## src/rtl/axicb_pkg.sv

```systemverilog
`default_nettype none
// ============================================================================
// Package     : axicb_pkg
// Description : Shared constants for the crossbar master interface. Holds the
//               AXI_SIGNALING packing modes, the AXI sideband field widths and
//               a helper that returns the packed AW/AR channel width per mode.
// Revision    : 1.0 - initial release
// ============================================================================
package axicb_pkg;

  // Channel packing modes selected by AXI_SIGNALING
  typedef enum logic [1:0] {
    SIG_LITE = 2'd0,  // {id,prot,addr}
    SIG_LEN  = 2'd1,  // {id,prot,len,addr}
    SIG_FULL = 2'd2   // {id,region,qos,prot,cache,lock,burst,size,len,addr}
  } axi_signaling_e;

  localparam int AXI_SIG_LITE = 0;
  localparam int AXI_SIG_LEN  = 1;
  localparam int AXI_SIG_FULL = 2;

  // AXI sideband field widths
  localparam int LEN_W    = 8;
  localparam int SIZE_W   = 3;
  localparam int BURST_W  = 2;
  localparam int LOCK_W   = 1;
  localparam int CACHE_W  = 4;
  localparam int PROT_W   = 3;
  localparam int QOS_W    = 4;
  localparam int REGION_W = 4;
  localparam int RESP_W   = 2;

  // Packed AW/AR channel width for a given packing mode
  function automatic int axich_w(input int signaling, input int addr_w, input int id_w);
    if (signaling == AXI_SIG_LITE)
      return id_w + PROT_W + addr_w;
    else if (signaling == AXI_SIG_LEN)
      return id_w + PROT_W + LEN_W + addr_w;
    else
      return id_w + REGION_W + QOS_W + PROT_W + CACHE_W + LOCK_W + BURST_W
             + SIZE_W + LEN_W + addr_w;
  endfunction

endpackage
`default_nettype wire

```

## src/rtl/axicb_ostd_cnt.sv

```systemverilog
`default_nettype none
// ============================================================================
// Module      : axicb_ostd_cnt
// Description : One outstanding-request counter with full flag, saturation at
//               zero with a sticky protocol-error flag, and an optional stall
//               timer (enabled by the AXICB_MST_TIMEOUT_EN macro).
// Revision    : 1.0 - initial release
// Ports       : clk, rst          clock / asynchronous active-high reset
//               inc               request handshake (never asserted when full)
//               dec               completion handshake
//               timeout_clr       synchronous clear of the timeout flag
//               cnt               live outstanding count
//               full              cnt == MAX_OSTD (registered-count based)
//               proto_err         sticky: completion seen with cnt == 0
//               timeout           sticky stall flag (0 without the macro)
// ============================================================================
module axicb_ostd_cnt #(
  parameter int MAX_OSTD       = 4,
  parameter int TIMEOUT_CYCLES = 1024,
  parameter int CNT_W          = $clog2(MAX_OSTD + 1)
) (
  input  logic             clk,
  input  logic             rst,
  input  logic             inc,
  input  logic             dec,
  input  logic             timeout_clr,
  output logic [CNT_W-1:0] cnt,
  output logic             full,
  output logic             proto_err,
  output logic             timeout
);

  localparam logic [CNT_W-1:0] CNT_MAX = CNT_W'(MAX_OSTD);

  assign full = (cnt == CNT_MAX);

  // Simultaneous request and completion cancel out; a completion with no
  // outstanding request leaves the count at zero and flags the violation.
  always_ff @(posedge clk or posedge rst) begin
    if (rst) begin
      cnt       <= '0;
      proto_err <= 1'b0;
    end else begin
      if (dec && (cnt == '0))
        proto_err <= 1'b1;
      if (inc && !dec)
        cnt <= cnt + CNT_W'(1);
      else if (dec && !inc && (cnt != '0))
        cnt <= cnt - CNT_W'(1);
    end
  end

`ifdef AXICB_MST_TIMEOUT_EN
  localparam int               TMR_W    = $clog2(TIMEOUT_CYCLES + 1);
  localparam logic [TMR_W-1:0] TMR_MAX  = TMR_W'(TIMEOUT_CYCLES);
  localparam logic [TMR_W-1:0] TMR_LAST = TMR_W'(TIMEOUT_CYCLES - 1);

  logic [TMR_W-1:0] timer;
  logic             timer_run;
  logic             timer_expire;
  logic             timeout_q;

  // Timer only advances while something is pending and no progress is made
  assign timer_run    = (cnt != '0) && !dec;
  // Fires once, on the step that brings the timer to the threshold; the timer
  // then parks at the threshold so a clear is not immediately overridden.
  assign timer_expire = timer_run && (timer == TMR_LAST);

  always_ff @(posedge clk or posedge rst) begin
    if (rst) begin
      timer     <= '0;
      timeout_q <= 1'b0;
    end else begin
      if (!timer_run)
        timer <= '0;
      else if (timer != TMR_MAX)
        timer <= timer + TMR_W'(1);

      if (timer_expire)
        timeout_q <= 1'b1;
      else if (timeout_clr)
        timeout_q <= 1'b0;
    end
  end

  assign timeout = timeout_q;
`else
  logic unused_timeout;
  assign unused_timeout = timeout_clr & (TIMEOUT_CYCLES > 1);
  assign timeout        = 1'b0;
`endif

endmodule
`default_nettype wire

```

## src/rtl/axicb_mst_if_ostd.sv

```systemverilog
`default_nettype none
// ============================================================================
// Module      : axicb_mst_if_ostd
// Description : Master-side crossbar interface. Packs the master AXI channels
//               into the switch's concatenated buses, limits outstanding
//               requests per direction, holds W until its AW is accepted and
//               flags stalled transactions.
// Revision    : 1.0 - initial release
// Macro       : AXICB_MST_TIMEOUT_EN enables the per-direction stall timers;
//               without it o_wr_timeout / o_rd_timeout are constant 0.
// Ports       : aclk, arst              clock / async active-high reset
//               i_aw*, i_w*, i_b*       external master write channels
//               i_ar*, i_r*             external master read channels
//               o_aw*, o_w*, o_b*       packed switch-side write channels
//               o_ar*, o_r*             packed switch-side read channels
//               o_wr_ostd, o_rd_ostd    live outstanding counts
//               o_proto_err             sticky: response with count 0
//               o_wr/rd_timeout         sticky stall flags
//               i_timeout_clr           synchronous clear of stall flags
// ============================================================================
module axicb_mst_if_ostd
  import axicb_pkg::*;
#(
  parameter int AXI_ADDR_W      = 8,
  parameter int AXI_ID_W        = 8,
  parameter int AXI_DATA_W      = 8,
  parameter int AXI_SIGNALING   = 0,
  parameter int MST_OSTDREQ_NUM = 4,
  parameter int TIMEOUT_CYCLES  = 1024,
  parameter int AWCH_W          = axich_w(AXI_SIGNALING, AXI_ADDR_W, AXI_ID_W),
  parameter int WCH_W           = AXI_DATA_W + AXI_DATA_W / 8,
  parameter int BCH_W           = AXI_ID_W + 2,
  parameter int ARCH_W          = axich_w(AXI_SIGNALING, AXI_ADDR_W, AXI_ID_W),
  parameter int RCH_W           = AXI_ID_W + 2 + AXI_DATA_W
) (
  input  logic                                       aclk,
  input  logic                                       arst,
  // master AW
  input  logic                                       i_awvalid,
  output logic                                       i_awready,
  input  logic [AXI_ADDR_W-1:0]                      i_awaddr,
  input  logic [7:0]                                 i_awlen,
  input  logic [2:0]                                 i_awsize,
  input  logic [1:0]                                 i_awburst,
  input  logic                                       i_awlock,
  input  logic [3:0]                                 i_awcache,
  input  logic [2:0]                                 i_awprot,
  input  logic [3:0]                                 i_awqos,
  input  logic [3:0]                                 i_awregion,
  input  logic [AXI_ID_W-1:0]                        i_awid,
  // master W
  input  logic                                       i_wvalid,
  output logic                                       i_wready,
  input  logic                                       i_wlast,
  input  logic [AXI_DATA_W-1:0]                      i_wdata,
  input  logic [AXI_DATA_W/8-1:0]                    i_wstrb,
  // master B
  output logic                                       i_bvalid,
  input  logic                                       i_bready,
  output logic [AXI_ID_W-1:0]                        i_bid,
  output logic [1:0]                                 i_bresp,
  // master AR
  input  logic                                       i_arvalid,
  output logic                                       i_arready,
  input  logic [AXI_ADDR_W-1:0]                      i_araddr,
  input  logic [7:0]                                 i_arlen,
  input  logic [2:0]                                 i_arsize,
  input  logic [1:0]                                 i_arburst,
  input  logic                                       i_arlock,
  input  logic [3:0]                                 i_arcache,
  input  logic [2:0]                                 i_arprot,
  input  logic [3:0]                                 i_arqos,
  input  logic [3:0]                                 i_arregion,
  input  logic [AXI_ID_W-1:0]                        i_arid,
  // master R
  output logic                                       i_rvalid,
  input  logic                                       i_rready,
  output logic [AXI_ID_W-1:0]                        i_rid,
  output logic [1:0]                                 i_rresp,
  output logic [AXI_DATA_W-1:0]                      i_rdata,
  output logic                                       i_rlast,
  // switch side
  output logic                                       o_awvalid,
  input  logic                                       o_awready,
  output logic [AWCH_W-1:0]                          o_awch,
  output logic                                       o_wvalid,
  input  logic                                       o_wready,
  output logic                                       o_wlast,
  output logic [WCH_W-1:0]                           o_wch,
  input  logic                                       o_bvalid,
  output logic                                       o_bready,
  input  logic [BCH_W-1:0]                           o_bch,
  output logic                                       o_arvalid,
  input  logic                                       o_arready,
  output logic [ARCH_W-1:0]                          o_arch,
  input  logic                                       o_rvalid,
  output logic                                       o_rready,
  input  logic                                       o_rlast,
  input  logic [RCH_W-1:0]                           o_rch,
  // status
  output logic [$clog2(MST_OSTDREQ_NUM+1)-1:0]       o_wr_ostd,
  output logic [$clog2(MST_OSTDREQ_NUM+1)-1:0]       o_rd_ostd,
  output logic                                       o_proto_err,
  output logic                                       o_wr_timeout,
  output logic                                       o_rd_timeout,
  input  logic                                       i_timeout_clr
);

  localparam int CNT_W = $clog2(MST_OSTDREQ_NUM + 1);

  logic             wr_full;
  logic             rd_full;
  logic             wr_err;
  logic             rd_err;
  logic             aw_hs;
  logic             w_last_hs;
  logic             b_hs;
  logic             ar_hs;
  logic             r_last_hs;
  logic             w_open;
  logic [CNT_W-1:0] wburst_cnt;

  // --------------------------------------------------------------------------
  // Address channel packing
  // --------------------------------------------------------------------------
  generate
    if (AXI_SIGNALING == AXI_SIG_LITE) begin : g_pack_lite
      logic unused_fields;
      assign unused_fields = ^{i_awlen, i_awsize, i_awburst, i_awlock, i_awcache,
                               i_awqos, i_awregion, i_arlen, i_arsize, i_arburst,
                               i_arlock, i_arcache, i_arqos, i_arregion};
      assign o_awch = {i_awid, i_awprot, i_awaddr};
      assign o_arch = {i_arid, i_arprot, i_araddr};
    end else if (AXI_SIGNALING == AXI_SIG_LEN) begin : g_pack_len
      logic unused_fields;
      assign unused_fields = ^{i_awsize, i_awburst, i_awlock, i_awcache, i_awqos,
                               i_awregion, i_arsize, i_arburst, i_arlock,
                               i_arcache, i_arqos, i_arregion};
      assign o_awch = {i_awid, i_awprot, i_awlen, i_awaddr};
      assign o_arch = {i_arid, i_arprot, i_arlen, i_araddr};
    end else begin : g_pack_full
      assign o_awch = {i_awid, i_awregion, i_awqos, i_awprot, i_awcache, i_awlock,
                       i_awburst, i_awsize, i_awlen, i_awaddr};
      assign o_arch = {i_arid, i_arregion, i_arqos, i_arprot, i_arcache, i_arlock,
                       i_arburst, i_arsize, i_arlen, i_araddr};
    end
  endgenerate

  // --------------------------------------------------------------------------
  // Flow control. Gates use registered counts only, so no valid->ready loop.
  // Reset also forces the handshake outputs low combinationally.
  // --------------------------------------------------------------------------
  assign w_open    = (wburst_cnt != '0);

  assign o_awvalid = i_awvalid & ~wr_full & ~arst;
  assign i_awready = o_awready & ~wr_full & ~arst;
  assign o_wvalid  = i_wvalid  & w_open   & ~arst;
  assign i_wready  = o_wready  & w_open   & ~arst;
  assign o_arvalid = i_arvalid & ~rd_full & ~arst;
  assign i_arready = o_arready & ~rd_full & ~arst;

  // Pass-through
  assign o_wlast                    = i_wlast;
  assign o_wch                      = {i_wstrb, i_wdata};
  assign i_bvalid                   = o_bvalid;
  assign o_bready                   = i_bready;
  assign {i_bresp, i_bid}           = o_bch;
  assign i_rvalid                   = o_rvalid;
  assign o_rready                   = i_rready;
  assign i_rlast                    = o_rlast;
  assign {i_rresp, i_rid, i_rdata}  = o_rch;

  // Handshakes
  assign aw_hs     = o_awvalid & o_awready;
  assign w_last_hs = o_wvalid & o_wready & i_wlast;
  assign b_hs      = o_bvalid & i_bready;
  assign ar_hs     = o_arvalid & o_arready;
  assign r_last_hs = o_rvalid & i_rready & o_rlast;

  // --------------------------------------------------------------------------
  // W bursts whose AW has been accepted but whose last beat has not passed.
  // Bounded by the write count, so the same width is enough.
  // --------------------------------------------------------------------------
  always_ff @(posedge aclk or posedge arst) begin
    if (arst)
      wburst_cnt <= '0;
    else if (aw_hs && !w_last_hs)
      wburst_cnt <= wburst_cnt + CNT_W'(1);
    else if (w_last_hs && !aw_hs)
      wburst_cnt <= wburst_cnt - CNT_W'(1);
  end

  // --------------------------------------------------------------------------
  // Outstanding counters
  // --------------------------------------------------------------------------
  axicb_ostd_cnt #(
    .MAX_OSTD       (MST_OSTDREQ_NUM),
    .TIMEOUT_CYCLES (TIMEOUT_CYCLES),
    .CNT_W          (CNT_W)
  ) u_wr_cnt (
    .clk         (aclk),
    .rst         (arst),
    .inc         (aw_hs),
    .dec         (b_hs),
    .timeout_clr (i_timeout_clr),
    .cnt         (o_wr_ostd),
    .full        (wr_full),
    .proto_err   (wr_err),
    .timeout     (o_wr_timeout)
  );

  axicb_ostd_cnt #(
    .MAX_OSTD       (MST_OSTDREQ_NUM),
    .TIMEOUT_CYCLES (TIMEOUT_CYCLES),
    .CNT_W          (CNT_W)
  ) u_rd_cnt (
    .clk         (aclk),
    .rst         (arst),
    .inc         (ar_hs),
    .dec         (r_last_hs),
    .timeout_clr (i_timeout_clr),
    .cnt         (o_rd_ostd),
    .full        (rd_full),
    .proto_err   (rd_err),
    .timeout     (o_rd_timeout)
  );

  assign o_proto_err = wr_err | rd_err;

endmodule
`default_nettype wire

```

## config.mk

```make
export PLATFORM = sky130hd
export DESIGN_NAME = axicb_mst_if_ostd
export DESIGN_NICKNAME = d
export VERILOG_FILES = /design/src/rtl/axicb_pkg.sv /design/src/rtl/axicb_ostd_cnt.sv /design/src/rtl/axicb_mst_if_ostd.sv
export SDC_FILE = /design/constraint.sdc
export NUM_CORES = 1
export LEC_CHECK = 0
export ABC_CLOCK_PERIOD_IN_PS = 2900
export CORE_AREA = 2 2 91 93
export DETAILED_ROUTE_END_ITERATION = 6
export DIE_AREA = 0 0 93 95
export PLACE_DENSITY = 0.76
export SLEW_MARGIN = 20
export SYNTH_ARGS = -nofsm -noshare
export SYNTH_HDL_FRONTEND = slang
export SYNTH_SLANG_ARGS = --single-unit
```

## constraint.sdc

```tcl
create_clock -name aclk -period 2.9 [get_ports aclk]
set_input_delay 0.87 -clock aclk [delete_from_list [all_inputs] [get_ports aclk]]
set_output_delay 0.87 -clock aclk [all_outputs]
set_load 0.01 [all_outputs]
```

# Word-level counts from Yosys, hierarchy flattened
# Cells that the tools add are included.
# totals
out_inout_bits	96
inputBits	142
elab_cells	65
ff_bits	11
# op_classes
bitwise_logic	23
addsub	6
n_eq_ne	2
mux	6
reduce_logical	23
# op_table
cell	n
$and A1 B1 Y1	19
$mux W3	6
$logic_and A1 B1 Y1	10
$add A3 B1 Y3 const B	3
$reduce_bool A3 Y1	3
$sub A3 B1 Y3 const B	3
$eq A3 B3 Y1 const B	2
$logic_not A3 Y1	2
$reduce_bool A2 Y1	3
$logic_not A1 Y1	5
$not A1 Y1	3
$or A1 B1 Y1	1

# Logic depth before layout (Yosys ltp)
# logic_depth
ltp_word	10
depth_mapped	10
ltp_nobuf	9

# Hierarchy
# A second synthesis with hierarchy kept.
# unflattened
cells_unflattened	164
hier_area_um2	1380.1
# by_module_without_submodules
mod	area_per_inst_um2	cells_each	seq_area_each_um2	n_inst
axicb_mst_if_ostd	859.6	108	75.1	1
axicb_ostd_cnt	260.2	28	100.1	2

# Worst setup path after synthesis
# OpenSTA, ideal clock, no wires.
# synth_timing
kind	input-to-reg
startpoint	input port arst
endpoint	register u_wr_cnt.cnt[2]
n_path_buf	0
arrival_time_ns	2.363
path_slack_ns	0.471
t_required_ns	2.834
setup_ns	0.066
stages	6
path_cell_list	and3b_1 > nand3_1 > fa_1 > or4_1 > a21oi_1 > a31o_1
# synth_between
elab_chain_cells	7
word_cells_on_any_way	9
classes_between	1 x mux; 3 x bitwise; 5 x reduce/logical
# synth_lines
element	line	rtl
from (decl)	axicb_mst_if_ostd.sv:37	input logic arst,
$not A1 Y1 (*)	axicb_mst_if_ostd.sv:155	assign o_awvalid = i_awvalid & ~wr_full & ~arst;
$and A1 B1 Y1 (*)	axicb_mst_if_ostd.sv:155	
$and A1 B1 Y1 (*)	axicb_mst_if_ostd.sv:174	assign aw_hs = o_awvalid & o_awready;
$logic_not A1 Y1	axicb_ostd_cnt.sv:48	else if (dec && !inc && (cnt != '0))
$logic_and A1 B1 Y1 (2 in a row)	axicb_ostd_cnt.sv:48	
$reduce_bool A2 Y1 (no source line)	--	
to (signal assigned)	axicb_ostd_cnt.sv:47	cnt <= cnt + CNT_W'(1);
to (signal assigned)	axicb_ostd_cnt.sv:49	cnt <= cnt - CNT_W'(1);
to (decl)	axicb_ostd_cnt.sv:27	output logic [CNT_W-1:0] cnt,
# Mark *: on every way between the ends. The rest lies on a longest branch, timed or not.
# A chain may end at the register's enable or synchronous reset.

# Final worst setup path
# layout_timing
startpoint	input port i_wlast
endpoint	output port o_wlast
# layout_rtl
element	line	rtl
from (decl)	axicb_mst_if_ostd.sv:54	input logic i_wlast,
to (decl)	axicb_mst_if_ostd.sv:88	output logic o_wlast,
# No word-level cell between the ends.

==> flow_summary.toml <==
[synth]
yosys.area.top_type = "buf_4"
synth_flop_cell = "dfrtp_1"
synth.yosys.seq_area_share_pct = 19.32
synth_top_family_by_area = "buffers and inverters"
syn_avg_cell_area_sq_um = 8.483
yosysWarnings = 0
synth_edf_count = 0
synthSimpleGateAreaFrac_pct = 15.19
synth_compound_gate_area_share_pct = 8.341
synthAdderAreaFrac_pct = 5.092
postSynthCellCount = 168
synth_mux_area_share_pct = 1.493
synth_top_area_share_pct = 43.72
async_flop_share_pct = 100.0
ys_types = 38
ys_ff_latch = 11
synth_xor_xnor_area_share_pct = 3.687
syn-cell-area_sq_um = 1425
synth_area_leaders = "buf_4 44%, dfrtp_1 19%, fa_1 4.2%"

[setup_path]
cp-end-kind = "output port"
cp.required_ns = 2.03
slowest_delay_ns = 0.55
crit_type = "primary input to output port"
r2r_slack_ns = 0.77
slowest_stage = "clkdlybuf4s50_1"
r2r_cells = 6
crit_top_cell = "clkdlybuf4s50_1"
cp_max_fo = 2
worstSetupEndpoint = "o_wlast"
arrival_ns = 1.92
regToRegStartpoint = "u_wr_cnt.cnt[1]"
path_cells = "clkdlybuf4s50_1 -> clkdlybuf4s50_1"
path_depth = 2
critPathBufInv = 2
start_kind = "primary input"
cpLargestDelayFamily = "buffers and inverters"
crit_path_start = "i_wlast"
reg2reg_to = "wburst_cnt[1]"

[floorplanning]
design.core.area_sq_um = 7928
die_height_um = 95
die_area_sq_um = 8835
fp-row-count = 33
pin_count = 238
start_util_pct = 17.98
chipWidth_um = 93

[drt]
drt-total-wl_mm = 2.655
drt_iter0_drc = 44
dr.pass1.iters = 4
dr_total_vias = 882
wl_per_cell_um = 11.11
ant_nets = 0
drc = 0
avgViaCountPerCell = 3.690

[clock_network]
cts_sinks = 11
htree_levels = 1
cts-root-buf = "clkbuf_8"
clkLatencyLatePin_ns = 0.23
holdBufCountCts = 0
cts_tree = "yes"
clk_pin_slew_ns = 0.05
numCtsBuffers = 3
cts_max_path_buffers = 2

[sta]
clock.fmax_mhz = 357.9
skew_ns = 0.002930
period_share_pct = 96.34
layout_setup_ws_ns = 0.1062
rsz0062_at_grt = "false"
period_minus_slack_ns = 2.794
setup_viol = 0
report.final.slew_viol_count = 0
hold_viol_final = 0

[placement]
pre_cts_ws_ns = -0.2964
gp_congestion = 0.7675
io_buffers = 32
hpwl_mm = 2.175
dpl.cell_count = 234

[final_layout]
fin_nets = 281
layout.cells.non_filler = 239
areaGrowthSynthToFinish_pct = -2.459
drive_above_1_share_pct = 17.91
num_antenna_cells = 0
fill_cells = 893

[global_route]
grt_pass1_wl_mm = 4.008
grt_pass1_vias = 829
grt_max_degree = 9
grt_usage_pct = 5.805
grt_antenna_before_repair = 0
overflow = 0

[power]
powerDensity_nw_per_um2 = 686.1
p_leak_nw = 0.6002
ir_worst_vdd_mv = 0.1255

[outcome]
status = "complete, no violations"

[min_path]
min_path_type = "register to register"

[job]
max_cap_viol_count = 0
[cell type report]
type | count | area (sq um) | share of cell area [%]
well taps | 105 | 131.4 | 9.451
repair buffers | 46 | 427.9 | 30.78
flip-flops and latches | 11 | 275.3 | 19.80
multi-input cells | 68 | 491.7 | 35.37
inverters | 5 | 18.77 | 1.350
clock buffers | 4 | 45.04 | 3.240
[repair_timing]
action | in CTS | in global routing
endpoints found under the hold margin | 0 | 0
resized for setup | 6 | 3
endpoints found under the setup margin | 7 | 3
setup buffers | 1 | 0
[cells in the mapped netlist, types with 3 or more instances]
| cell | instances |
|---|---|
| buf_4 | 83 |
| dfrtp_1 | 11 |
| nor2_1 | 9 |
| a21oi_1 | 5 |
| inv_1 | 5 |
| nor3_1 | 4 |
| and3_1 | 3 |
| fa_1 | 3 |
| nand2_1 | 3 |
| xnor2_1 | 3 |
| xor2_1 | 3 |
[cell usage in the layout, fill, tap and decap left out, drive strengths merged, types with 3 or more instances in the layout]
cell,Yosys,final
buf,85,14
dlygate4sd2,0,4
nand2,3,3
fa,3,3
nor2,9,9
xnor2,3,3
and3,5,5
xor2,3,3
clkbuf,0,4
dlymetal6s2s,0,3
nor3,4,4
clkdlybuf4s50,0,25
dfrtp,11,11
a21oi,5,5
inv,5,5
[state kept, by name, summed over array words and instances (netlist names)]
| signal | cells |
|---|---|
| u_rd_cnt.cnt | 3 |
| u_rd_cnt.proto_err | 1 |
| u_wr_cnt.cnt | 3 |
| u_wr_cnt.proto_err | 1 |
| wburst_cnt | 3 |
[where the power goes]
part / total, mW / leakage [nW] / switching, mW / internal (mW)
registers: 0.293 / 0.124 / 0.0757 / 0.217
logic: 0.514 / 0.454 / 0.238 / 0.276
clock network: 0.146 / 0.0228 / 0.0506 / 0.0959
total: 0.954 / 0.600 / 0.364 / 0.589
[per-layer routing]
metal | global-route usage (%) | up-vias | wire, um
met5 | 0 | - | 0
met2 | 9.058 | 55 | 1171
met4 | 4.534 | 0 | 104
met1 | 6.483 | 407 | 1038
met3 | 1.995 | 18 | 340
li1 | - | 402 | -
[worst min-delay path by stage]
stage / from / end / slack, ns / cells past startpoint
after floorplan: u_wr_cnt.proto_err / u_wr_cnt.proto_err / 0.42 / 2
after global placement: u_wr_cnt.proto_err / u_wr_cnt.proto_err / 0.44 / 2
after detailed placement: u_wr_cnt.proto_err / u_wr_cnt.proto_err / 0.44 / 2
after CTS: u_wr_cnt.proto_err / u_wr_cnt.proto_err / 0.45 / 2
after global routing: u_rd_cnt.proto_err / u_rd_cnt.proto_err / 0.49 / 2
final: u_wr_cnt.proto_err / u_wr_cnt.proto_err / 0.45 / 2
[through the flow]
stage / cell area, sq um / hold WS [ns] / util [%] / total power [mW] / TNS (ns)
final: 1390 / 0.4487 / 17.53 / 0.9538 / 0
after global routing: 1390 / 0.4938 / 17.53 / 1.041 / 0
after CTS: 1383 / 0.4507 / 17.44 / 0.9697 / 0
after detailed placement: 1333 / 0.4390 / 16.81 / 0.8203 / -2.225
after global placement: 1333 / 0.4395 / 16.81 / 0.7930 / -1.916
after floorplan: 1429 / 0.4188 / - / 0.6915 / 0
[cells by family after synthesis]
group | count (synthesis)
adder cells (fa/ha/maj) | 4
AO/OA/AOI/OAI | 17
multiplexers | 2
XOR/XNOR | 6
AND/OR/NAND/NOR | 37
flip-flops | 11
buffers and inverters | 90
other | 1
Note: power is estimated with default switching activity, not from simulation.
